### config.mk
export PLATFORM = sky130hd
export DESIGN_NAME = uart_tx_mmio
export DESIGN_NICKNAME = d
export VERILOG_FILES = /design/src/rtl/rv32i_bus_pkg.sv /design/src/rtl/sync_fifo.sv /design/src/rtl/uart_tx_mmio.sv
export SDC_FILE = /design/constraint.sdc
export NUM_CORES = 1
export LEC_CHECK = 0
export CAP_MARGIN = 20
export CORE_UTILIZATION = 53
export CTS_BUF_LIST = sky130_fd_sc_hd__clkbuf_16
export DETAILED_ROUTE_END_ITERATION = 7
export DONT_BUFFER_PORTS = 1
export PLACE_DENSITY = 0.79
export SLEW_MARGIN = 20
export SYNTH_ARGS = -nofsm -noshare
export SYNTH_HDL_FRONTEND = slang
export SYNTH_SLANG_ARGS = --single-unit
### constraint.sdc
create_clock -name clk -period 8.43 [get_ports clk]
set_clock_uncertainty 0.15 [all_clocks]
set_input_delay 2.1075 -clock clk [delete_from_list [all_inputs] [get_ports clk]]
set_output_delay 2.1075 -clock clk [all_outputs]
set_load 0.02 [all_outputs]
### src/rtl/rv32i_bus_pkg.sv
`default_nettype none
// +------------------------------------------------------------------+
// | rv32i_bus_pkg                                                    |
// | RV32I data-bus encodings, UART register map and TX FSM states.   |
// | Rev 1.0                                                          |
// +------------------------------------------------------------------+
package rv32i_bus_pkg;

    localparam logic [2:0] c_st_sb  = 3'b000;
    localparam logic [2:0] c_st_sh  = 3'b001;
    localparam logic [2:0] c_st_sw  = 3'b010;

    localparam logic [2:0] c_ld_lb  = 3'b000;
    localparam logic [2:0] c_ld_lh  = 3'b001;
    localparam logic [2:0] c_ld_lw  = 3'b010;
    localparam logic [2:0] c_ld_lbu = 3'b100;
    localparam logic [2:0] c_ld_lhu = 3'b101;

    localparam logic [1:0] c_reg_txdata  = 2'd0;
    localparam logic [1:0] c_reg_status  = 2'd1;
    localparam logic [1:0] c_reg_bauddiv = 2'd2;
    localparam logic [1:0] c_reg_ctrl    = 2'd3;

    localparam int c_stat_busy      = 0;
    localparam int c_stat_full      = 1;
    localparam int c_stat_empty     = 2;
    localparam int c_stat_ovf       = 3;
    localparam int c_stat_count_lsb = 8;

    typedef enum logic [1:0] {
        ST_IDLE  = 2'd0,
        ST_START = 2'd1,
        ST_DATA  = 2'd2,
        ST_STOP  = 2'd3
    } tx_state_t;

    // Byte/half loads take the lane at the byte offset, then extend.
    function automatic logic [31:0] load_extend(input logic [31:0] word,
                                                input logic [1:0]  lane,
                                                input logic [2:0]  ltype);
        logic [31:0] shifted;
        logic [31:0] result;
        shifted = word >> {lane, 3'b000};
        case (ltype)
            c_ld_lb:  result = {{24{shifted[7]}}, shifted[7:0]};
            c_ld_lh:  result = {{16{shifted[15]}}, shifted[15:0]};
            c_ld_lw:  result = word;
            c_ld_lbu: result = {24'd0, shifted[7:0]};
            c_ld_lhu: result = {16'd0, shifted[15:0]};
            default:  result = 32'd0;
        endcase
        return result;
    endfunction

endpackage
`default_nettype wire

### src/rtl/sync_fifo.sv
`default_nettype none
// +------------------------------------------------------------------+
// | sync_fifo                                                        |
// | Single-clock FIFO, registered storage, combinational head output.|
// | Rev 1.0                                                          |
// +------------------------------------------------------------------+
module sync_fifo #(
    parameter int WIDTH = 8,
    parameter int DEPTH = 8
) (
    input  logic                     clk,
    input  logic                     reset,
    input  logic                     push,
    input  logic                     pop,
    input  logic [WIDTH-1:0]         din,
    output logic [WIDTH-1:0]         dout,
    output logic                     full,
    output logic                     empty,
    output logic [$clog2(DEPTH):0]   count
);

    localparam int                c_aw       = $clog2(DEPTH);
    localparam logic [c_aw:0]     c_full_cnt = (c_aw + 1)'(DEPTH);

    logic [WIDTH-1:0] r_mem [DEPTH];
    logic [c_aw-1:0]  r_wr_ptr;
    logic [c_aw-1:0]  r_rd_ptr;
    logic [c_aw:0]    r_count;
    logic             w_do_push;
    logic             w_do_pop;

    // Full/empty are judged on the pre-edge count, so a push into a full
    // FIFO is dropped even if a pop happens on the same edge.
    assign full      = (r_count == c_full_cnt);
    assign empty     = (r_count == '0);
    assign count     = r_count;
    assign dout      = r_mem[r_rd_ptr];
    assign w_do_push = push && !full;
    assign w_do_pop  = pop && !empty;

    always_ff @(posedge clk) begin
        if (w_do_push) begin
            r_mem[r_wr_ptr] <= din;
        end
    end

    always_ff @(posedge clk) begin
        if (reset) begin
            r_wr_ptr <= '0;
            r_rd_ptr <= '0;
            r_count  <= '0;
        end else begin
            if (w_do_push) begin
                r_wr_ptr <= r_wr_ptr + 1'b1;
            end
            if (w_do_pop) begin
                r_rd_ptr <= r_rd_ptr + 1'b1;
            end
            case ({w_do_push, w_do_pop})
                2'b10:   r_count <= r_count + 1'b1;
                2'b01:   r_count <= r_count - 1'b1;
                default: r_count <= r_count;
            endcase
        end
    end

endmodule
`default_nettype wire

### src/rtl/uart_tx_mmio.sv
`default_nettype none
// +------------------------------------------------------------------+
// | uart_tx_mmio                                                     |
// | Memory-mapped 8N1 UART transmitter with TX FIFO and baud divider.|
// | Rev 1.0                                                          |
// +------------------------------------------------------------------+
module uart_tx_mmio
    import rv32i_bus_pkg::*;
#(
    parameter int          FIFO_DEPTH  = 8,
    parameter logic [15:0] DEFAULT_DIV = 16'd868
) (
    input  logic        clk,
    input  logic        reset,
    input  logic        sel,
    input  logic [31:0] dAddr,
    input  logic [31:0] dWdata,
    input  logic        d_wr_en,
    input  logic [2:0]  store_type,
    input  logic [2:0]  load_type,
    output logic [31:0] dRdata,
    output logic        tx
);

    localparam int c_cw = $clog2(FIFO_DEPTH) + 1;

    logic [7:0]      w_fifo_dout;
    logic            w_fifo_full;
    logic            w_fifo_empty;
    logic [c_cw-1:0] w_fifo_count;

    logic [15:0]     r_bauddiv;
    logic            r_en;
    logic            r_ovf;

    tx_state_t       r_state;
    tx_state_t       w_state_next;
    logic            w_pop;
    logic            w_baud_done;
    logic [15:0]     r_div;
    logic [15:0]     r_baud_cnt;
    logic [2:0]      r_bit_idx;
    logic [7:0]      r_shift;

    logic            w_wr;
    logic [1:0]      w_reg;
    logic            w_push;
    logic            w_busy;
    logic [31:0]     w_status;
    logic [31:0]     w_word;
    logic            w_unused;

    assign w_wr     = sel && d_wr_en;
    assign w_reg    = dAddr[3:2];
    assign w_push   = w_wr && (w_reg == c_reg_txdata);
    assign w_unused = ^{dAddr[31:4], dWdata[31:16]};

    sync_fifo #(
        .WIDTH (8),
        .DEPTH (FIFO_DEPTH)
    ) u_fifo (
        .clk   (clk),
        .reset (reset),
        .push  (w_push),
        .pop   (w_pop),
        .din   (dWdata[7:0]),
        .dout  (w_fifo_dout),
        .full  (w_fifo_full),
        .empty (w_fifo_empty),
        .count (w_fifo_count)
    );

    always_ff @(posedge clk) begin
        if (reset) begin
            r_bauddiv <= DEFAULT_DIV;
            r_en      <= 1'b0;
            r_ovf     <= 1'b0;
        end else if (w_wr) begin
            case (w_reg)
                c_reg_txdata: begin
                    if (w_fifo_full) begin
                        r_ovf <= 1'b1;
                    end
                end
                c_reg_status: begin
                    if (dWdata[c_stat_ovf]) begin
                        r_ovf <= 1'b0;
                    end
                end
                c_reg_bauddiv: begin
                    case (store_type)
                        c_st_sw: r_bauddiv <= dWdata[15:0];
                        c_st_sh: begin
                            if (!dAddr[1]) begin
                                r_bauddiv <= dWdata[15:0];
                            end
                        end
                        c_st_sb: begin
                            if (dAddr[1:0] == 2'd0) begin
                                r_bauddiv[7:0] <= dWdata[7:0];
                            end else if (dAddr[1:0] == 2'd1) begin
                                r_bauddiv[15:8] <= dWdata[7:0];
                            end
                        end
                        default: ;
                    endcase
                end
                default: begin
                    // CTRL: only stores that cover byte lane 0 reach EN.
                    case (store_type)
                        c_st_sw: r_en <= dWdata[0];
                        c_st_sh: begin
                            if (!dAddr[1]) begin
                                r_en <= dWdata[0];
                            end
                        end
                        c_st_sb: begin
                            if (dAddr[1:0] == 2'd0) begin
                                r_en <= dWdata[0];
                            end
                        end
                        default: ;
                    endcase
                end
            endcase
        end
    end

    assign w_baud_done = (r_baud_cnt == (r_div - 16'd1));

    always_ff @(posedge clk) begin
        if (reset) begin
            r_state <= ST_IDLE;
        end else begin
            r_state <= w_state_next;
        end
    end

    always_comb begin
        w_state_next = r_state;
        w_pop        = 1'b0;
        case (r_state)
            ST_IDLE: begin
                if (r_en && !w_fifo_empty) begin
                    w_pop        = 1'b1;
                    w_state_next = ST_START;
                end
            end
            ST_START: begin
                if (w_baud_done) begin
                    w_state_next = ST_DATA;
                end
            end
            ST_DATA: begin
                if (w_baud_done && (r_bit_idx == 3'd7)) begin
                    w_state_next = ST_STOP;
                end
            end
            ST_STOP: begin
                if (w_baud_done) begin
                    w_state_next = ST_IDLE;
                end
            end
            default: w_state_next = ST_IDLE;
        endcase
    end

    // The divider is captured at the pop so a BAUDDIV write only affects
    // the next frame; a zero divider is run as one clock per bit.
    always_ff @(posedge clk) begin
        if (reset) begin
            r_div      <= 16'd1;
            r_baud_cnt <= 16'd0;
            r_bit_idx  <= 3'd0;
            r_shift    <= 8'd0;
        end else if (w_pop) begin
            r_div      <= (r_bauddiv == 16'd0) ? 16'd1 : r_bauddiv;
            r_baud_cnt <= 16'd0;
            r_bit_idx  <= 3'd0;
            r_shift    <= w_fifo_dout;
        end else if (r_state != ST_IDLE) begin
            if (w_baud_done) begin
                r_baud_cnt <= 16'd0;
                if (r_state == ST_DATA) begin
                    r_shift   <= {1'b0, r_shift[7:1]};
                    r_bit_idx <= r_bit_idx + 3'd1;
                end
            end else begin
                r_baud_cnt <= r_baud_cnt + 16'd1;
            end
        end
    end

    always_comb begin
        case (r_state)
            ST_START: tx = 1'b0;
            ST_DATA:  tx = r_shift[0];
            default:  tx = 1'b1;
        endcase
    end

    assign w_busy = (r_state != ST_IDLE) || !w_fifo_empty;

    always_comb begin
        w_status                          = 32'd0;
        w_status[c_stat_busy]             = w_busy;
        w_status[c_stat_full]             = w_fifo_full;
        w_status[c_stat_empty]            = w_fifo_empty;
        w_status[c_stat_ovf]              = r_ovf;
        w_status[c_stat_count_lsb +: 8]   = 8'(w_fifo_count);
    end

    always_comb begin
        case (w_reg)
            c_reg_status:  w_word = w_status;
            c_reg_bauddiv: w_word = {16'd0, r_bauddiv};
            c_reg_ctrl:    w_word = {31'd0, r_en};
            default:       w_word = 32'd0;
        endcase
    end

    assign dRdata = sel ? load_extend(w_word, dAddr[1:0], load_type) : 32'd0;

endmodule
`default_nettype wire

== Word level (Yosys, flattened, before mapping) ==
Memories as Yosys holds them, arrays and structs flattened. A register that Yosys moved wholly into a read port is not among the register bits.
Cells that the tools add are included.
Storage, ports and cells
  input port bits: 74
  bits in registers: 73
  bits in writable memories: 64
  memories: 1
  logic and storage cells: 115
Operators by class
  $add $sub $neg: 7
  shift-type cells: 1
  equal/unequal tests: 28
  reduce and logical (&&, ||, !) cells: 32
  bitwise operators: 1
  multiplexer cells: 33
Memory list
  u_fifo.r_mem: words 8, width 8, rd ports 1, clocked after memory_dff 1, write ports 1, RTL line sync_fifo.sv:25  | logic [WIDTH-1:0] r_mem [DEPTH];
Operators by type and width (count)
  $pmux W32 S5: 1
  $pmux W16 S3: 2
  $mux W8: 7
  $mux W16: 3
  $mux W32: 1
  $shr A32 B5 Y16: 1
  $ne A2 B2 Y1 const B: 9
  $add A16 B1 Y16 const B: 1
  $eq A16 B16 Y1: 1
  $logic_not A16 Y1: 1
  $sub A16 B1 Y16 const B: 1
  $reduce_bool A2 Y1: 6
  $eq A2 B2 Y1 const B: 5
  $reduce_and A5 Y1: 2
  $add A3 B1 Y3 const B: 3
  $eq A3 B3 Y1 const B: 3
  $eq A2 B1 Y1 const B: 4
  $mux W1: 8
  $mux W2: 4
  $pmux W2 S4: 1
  $pmux W4 S2: 1
  $reduce_and A4 Y1: 2
  $eq A3 B1 Y1 const B: 2
  $eq A3 B2 Y1 const B: 2
  19 further kinds: 31

== Logic depth before layout (Yosys ltp) ==
Gate-level depths: netlist of the first run.
  depth after elaboration: 8
  depth in mapped cells: 13

== Modules after synthesis ==
Synthesis of the first run repeated with hierarchy kept, for this count alone.
Second synthesis, totals
  cells, all modules: 648
  area total of the unflattened synthesis: 7013.0 µm²
By module, submodules not included
  uart_tx_mmio: cells each 481, instances 1, seq. area each 1261.2 µm², area each 3861.2 µm²
  sync_fifo: cells each 167, instances 1, seq. area each 2182.1 µm², area each 3151.8 µm²

== Worst setup path after synthesis of the first run ==
OpenSTA, ideal clock, no wires.
  path kind: in2out
  from: input dAddr[3]
  to: output dRdata[15]
  arrival: 5078 ps
  stages on the path: 5
  path slack: 1094 ps
  path buffers: 1
  path through: nor2b_1 clkbuf_1 nand3_1 o41ai_1 o21bai_1
On the way
  cells in the longest elaborated chain, start to end: 5
  elaborated cells between the ends (all ways): 7
  classes of those cells: eq/ne (3); shift (1); mux (3)
Ends and longest elaborated chain
  start, declared: RTL line uart_tx_mmio.sv:16  | input logic [31:0] dAddr,
  $eq A2 B2 Y1 or $eq A2 B1 Y1 (tied branches): RTL line uart_tx_mmio.sv:214  | case (w_reg)
  $pmux W16 S3 *: RTL line uart_tx_mmio.sv:214
  $shr A32 B5 Y16: RTL line rv32i_bus_pkg.sv:43  | shifted = word >> {lane, 3'b000};
  $pmux W32 S5 *: RTL line rv32i_bus_pkg.sv:44  | case (ltype)
  $mux W32 *: RTL line uart_tx_mmio.sv:222  | assign dRdata = sel ? load_extend(w_word, dAddr[1:0], load_type) : 32'd0;
  end, declared: RTL line uart_tx_mmio.sv:21  | output logic [31:0] dRdata,
Mark *: on every way between the ends. The rest lies on a longest branch, timed or not.

== Worst setup path in the final report of the first run ==
Ends and elaborated chain as after synthesis.

==> impl_metrics.ini, run 1 <==
[run_status]
status = completed

[finish]
antenna_cells = 0
final_common_cell = dfxtp_1
drive_above_1_share_pct = 12.9
final_nets = 719
fill_cells = 995
area_growth_pct = 9.64
layout_common_cells = dfxtp_1, nand2_1, edfxtp_1, nor2_1, a21oi_1
postLayoutCellArea_sq_um = 7510

[synth]
syn_area_sq_um = 6850
synthDistinctLibCells = 62
synth_cells = 646
async_flop_share_pct = 0
synth-seq-cells = 140
synth-seq-area-share_pct = 50.3
avgSynthCellArea_sq_um = 10.6
ys_warn_count = 0
syn-num-nets = 735
synth_enable_flop_cells = 64
synth_ff_type = dfxtp_1

[clock_tree]
insertion_delay_ns = 0.43
path_clk_slew_ns = 0.06
cts_tree = done
postCtsHoldBufs = 0
cts_setup_buffers = 0
clock-root-buffer = clkbuf_16
cts_buffer_depth = 2
numCtsBuffers = 17
htreeDepth = 4
clock-sinks = 140
postCtsResizedCells = 0

[die]
core_area_sq_um = 12600
die-area_sq_um = 13400
die_y_um = 116
start_util_pct = 54.3
io_pins = 107
rows = 41
fp.dieW_um = 116

[place]
place_congestion = 0.893
placed_area_sq_um = 6920
hpwl_um = 9960
port_buffers = 0

[timing]
slew_violations = 0
fmax_mhz = 147
timing.final.crit_share_pct = 80.7
setup-tns-final_ns = 0
maxSlewHeadroom_pct = 27.9
rsz0062_at_grt = no
setup_viol = 0
finalHoldViolCount = 0
timing.final.crit_period_ns = 6.80
worst_pin_slew_ns = 1.08

[grt]
grtUsageTotal_pct = 23.3
grt_pass1_wl_um = 23200
antenna_found_initial = 0
grt_max_degree = 50
grt_remaining_overflow = 0
grt_pass1_vias = 4686

[detailed_routing]
vias_per_cell = 5.95
postRouteAntennaNets = 0
post_drt_wl_per_cell_um = 17.8
vias = 4853
drc = 0
drt_iter0_drc = 374
dr.pass1.iters = 5
routed_wl_um = 14500

[critical_path]
rrSetupSlack_ns = 4.57
critical_path_required_ns = 6.17
r2r_cells = 12
critPathMaxFanout = 15
cp-end-kind = primary output
critical_path_class = input pin to primary output
arrival_ns = 4.54
crit_path_start_kind = input pin

[power]
power_mw = 1.62
power_density_nw_per_um2 = 216
irDropWorstVdd_uv = 161
p_leak_nw = 2.53

[worst_hold_path]
min_path_type = flop to flop
whs_path_depth = 2

[run]
maxCapViolCount = 0
[worst max-delay path, cell delays in order]
cell and delay [ns]:
nor2b_1 0.55, nor4b_1 0.46, nand3_1 0.31, o41ai_2 0.12, buf_4 0.66, o21bai_1 0.33
[worst paths after layout]
| check | endpoint | from |
|---|---|---|
| worst max register to register | u_fifo.count[3] | r_state[1] |
| worst max-delay path | dRdata[15] | dAddr[3] |
| worst min-delay path | r_div[15] | r_div[15] |
| worst min register to register | r_div[15] | r_div[15] |
[registers in the layout, indices dropped and copies added (netlist names), named ones only]
register,flops
r_bit_idx,3
r_ovf,1
r_en,1
r_state,2
r_div,16
r_shift,8
r_baud_cnt,16
r_bauddiv,16
u_fifo.count,4
u_fifo.r_rd_ptr,3
u_fifo.r_mem,64
u_fifo.r_wr_ptr,3
[synthesized netlist by cell type (16+ instances only)]
library cell	n	area, sq um
nor2_1	63	236
mux4_2	16	360
mux2i_1	22	220
a211oi_1	16	120
edfxtp_1	64	1920
inv_1	21	78.8
nor3_1	23	115
o21ai_0	18	90.1
clkbuf_1	21	78.8
a21oi_1	30	150
buf_4	16	120
xnor2_1	22	193
nand2_1	67	251
dfxtp_1	76	1520
xor2_1	18	158
[routing by layer]
metal / global-route usage, % / up-vias / share of wire [%]
met1: 28.3 / 2327 / 41
met4: 10.9 / 0 / 2.3
met2: 38.6 / 170 / 50
met5: 0 / - / 0
met3: 6.69 / 38 / 6.5
li1: - / 2318 / -
[cell families (layout without fill, tap and decap cells)]
group                    Yosys count  count (layout)  synth area share (%)
flip-flops                       140             140                  50.3
AO/OA/AOI/OAI                    109             109                  11.3
adder cells (fa/ha/maj)           15              15                  2.85
AND/OR/NAND/NOR                  235             235                  17.0
multiplexers                      39              39                  8.64
XOR/XNOR                          40              40                  5.11
buffers and inverters             68              65                  4.84
[through the flow]
stage / cells / util, % / setup slack (ns) / hold WS (ns)
floorplan: 646 / - / 1.09 / 0.298
CTS: 814 / 59.4 / 1.67 / 0.320
detailed placement: 782 / 54.8 / 1.67 / 0.312
finish: 815 / 59.5 / 1.63 / 0.319
global route: 815 / 59.5 / 1.51 / 0.335
global placement: 782 / 54.7 / 1.81 / 0.307
[power by group]
group	internal [mW]	switching, mW
clock network	0.416	0.309
logic	0.0580	0.103
registers	0.725	0.0134
[cell type report]
type	instances	area (sq um)	area share [%]
Clock buffer	17	425	5.66
Timing Repair Buffer	11	90.1	1.20
Sequential cell	140	3440	45.8
Tap cell	172	215	2.87
Inverter	22	82.6	1.10
Clock inverter	15	153	2.03
Multi-Input combinational cell	438	3100	41.3
No activity file was read; power rests on OpenSTA's default activity.
==> run 2: changes to the inputs <==
- PLACE_DENSITY: 0.79 -> 0.82
- clock period: 8.43 -> 6.17 ns (I/O delays scaled with it)
==> impl_metrics.ini, run 2 (same netlist as run 1, synthesis figures left out) <==
[critical_path]
slowest_delay_ns = 0.46
critPathMaxFanout = 11
cp_cell_sequence = nor2b_1, buf_4, nor4b_1, nand3_1, o41ai_4, buf_4, buf_16
arrival_ns = 3.38
crit_path_start_kind = input pin
critical_path_class = input pin to primary output
critical_path_required_ns = 4.48
path_buf_inv = 3
crit_top_cell = buf_4
cp-end-kind = primary output
crit_family = buffers and inverters
cp_slowest_cell = buf_4

[die]
start_util_pct = 54.3
io_pins = 107
fp.dieW_um = 116
rows = 41
die-area_sq_um = 13400
core_area_sq_um = 12600
die_y_um = 116

[run]
maxCapViolCount = 0

[timing]
fmax_mhz = 197
timing.final.crit_share_pct = 82.3
slew_violations = 0
setup_viol = 0
maxSlewHeadroom_pct = 29.5
setup-tns-final_ns = 0
worst_pin_slew_ns = 1.05
finalHoldViolCount = 0
rsz0062_at_grt = no
timing.final.crit_period_ns = 5.08

[detailed_routing]
postRouteAntennaNets = 0
vias_per_cell = 6.20
drc = 0
dr.pass1.iters = 6
routed_wl_um = 15800
post_drt_wl_per_cell_um = 19.4
drt_iter0_drc = 517
vias = 5061

[place]
placed_cells = 783
place_congestion = 0.885
hpwl_um = 10500
port_buffers = 0

[grt]
grt_max_degree = 50
grtUsageTotal_pct = 25.0
grt_pass1_vias = 4887
antenna_found_initial = 0
grt_remaining_overflow = 0
grt_pass1_wl_um = 24800

[run_status]
status = completed

[clock_tree]
postCtsResizedCells = 0
insertion_delay_ns = 0.43
clock-root-buffer = clkbuf_16
cts_setup_buffers = 0
cts_tree = done
postCtsHoldBufs = 0
numCtsBuffers = 17
cts_buffer_depth = 2
clock-sinks = 140
path_clk_slew_ns = 0.06
htreeDepth = 4

[finish]
antenna_cells = 0
largest_reg_flops = 64
regMostFlops = u_fifo.r_mem
fill_cells = 1013
final_nets = 720
area_growth_pct = 10.8
fin_cells = 816
layout_common_cells = dfxtp_1, nand2_1, edfxtp_1, nor2_1, a21oi_1
final_common_cell = dfxtp_1
drive_above_1_share_pct = 13.0

[power]
irDropWorstVdd_uv = 265
p_leak_nw = 2.57
power_density_nw_per_um2 = 301

[worst_hold_path]
min_path_type = flop to flop
run 2: cell types whose count changed in the layout (fill, tap and decap cells not counted), moves of 2 or more:
cell,delta
inv_6,-3
clkinv_4,-2
inv_1,+2
buf_6,-2
clkinvlp_4,+2
bufinv_16,+2
run 2: path summary, 6_finish.rpt:
path                endpoint        from  depth (start not counted)  slack [ns]
max               dRdata[30]    dAddr[3]                          7        1.09
min                r_div[15]   r_div[15]                          2        0.32
max reg2reg  u_fifo.count[3]  r_state[0]                         13        2.60
min reg2reg        r_div[15]   r_div[15]                          2        0.32
run 2: worst reg2reg max path, cell delays in order, from the launching register on:
cell	delay [ns]
dfxtp_1	0.36
inv_1	0.13
ha_1	0.52
nand3_1	0.15
buf_4	0.27
inv_1	0.09
buf_4	0.30
ha_1	0.31
ha_1	0.27
a21o_1	0.18
a21oi_1	0.20
xnor2_1	0.12
or3_1	0.31
a21oi_1	0.14
run 2: through the flow:
| stage | util [%] | setup WS [ns] | area [sq um] | hold WS, ns | total power, mW |
|---|---|---|---|---|---|
| floorplan | - | 0.805 | 6860 | 0.298 | 1.21 |
| global placement | 55.0 | 1.21 | 6940 | 0.308 | 1.23 |
| detailed placement | 55.1 | 1.11 | 6960 | 0.309 | 1.25 |
| global route | 60.1 | 0.916 | 7590 | 0.333 | 2.36 |
| CTS | 60.0 | 1.11 | 7570 | 0.317 | 2.30 |
| finish | 60.1 | 1.09 | 7590 | 0.316 | 2.29 |
run 2: per-layer routing:
layer	vias up	part of all wire, %	GRT usage [%]
met3	49	6.4	6.07
met4	0	3.9	13.3
met2	209	51	42.9
met1	2490	38	29.1
li1	2313	-	-
met5	-	0	0
run 2: power breakdown:
group / internal, mW / switching [mW]
Sequential: 0.990 / 0.0198
Combinational: 0.0797 / 0.145
Clock: 0.643 / 0.410
run 2: cell type report:
type | instances | area (sq um) | area share [%]
timing repair buffer | 12 | 116 | 1.53
multi-input combinational | 438 | 3120 | 41.1
clock buffer | 17 | 425 | 5.61
sequential | 140 | 3440 | 45.4
inverter | 22 | 82.6 | 1.09
clock inverter | 15 | 186 | 2.46
tap | 172 | 215 | 2.84
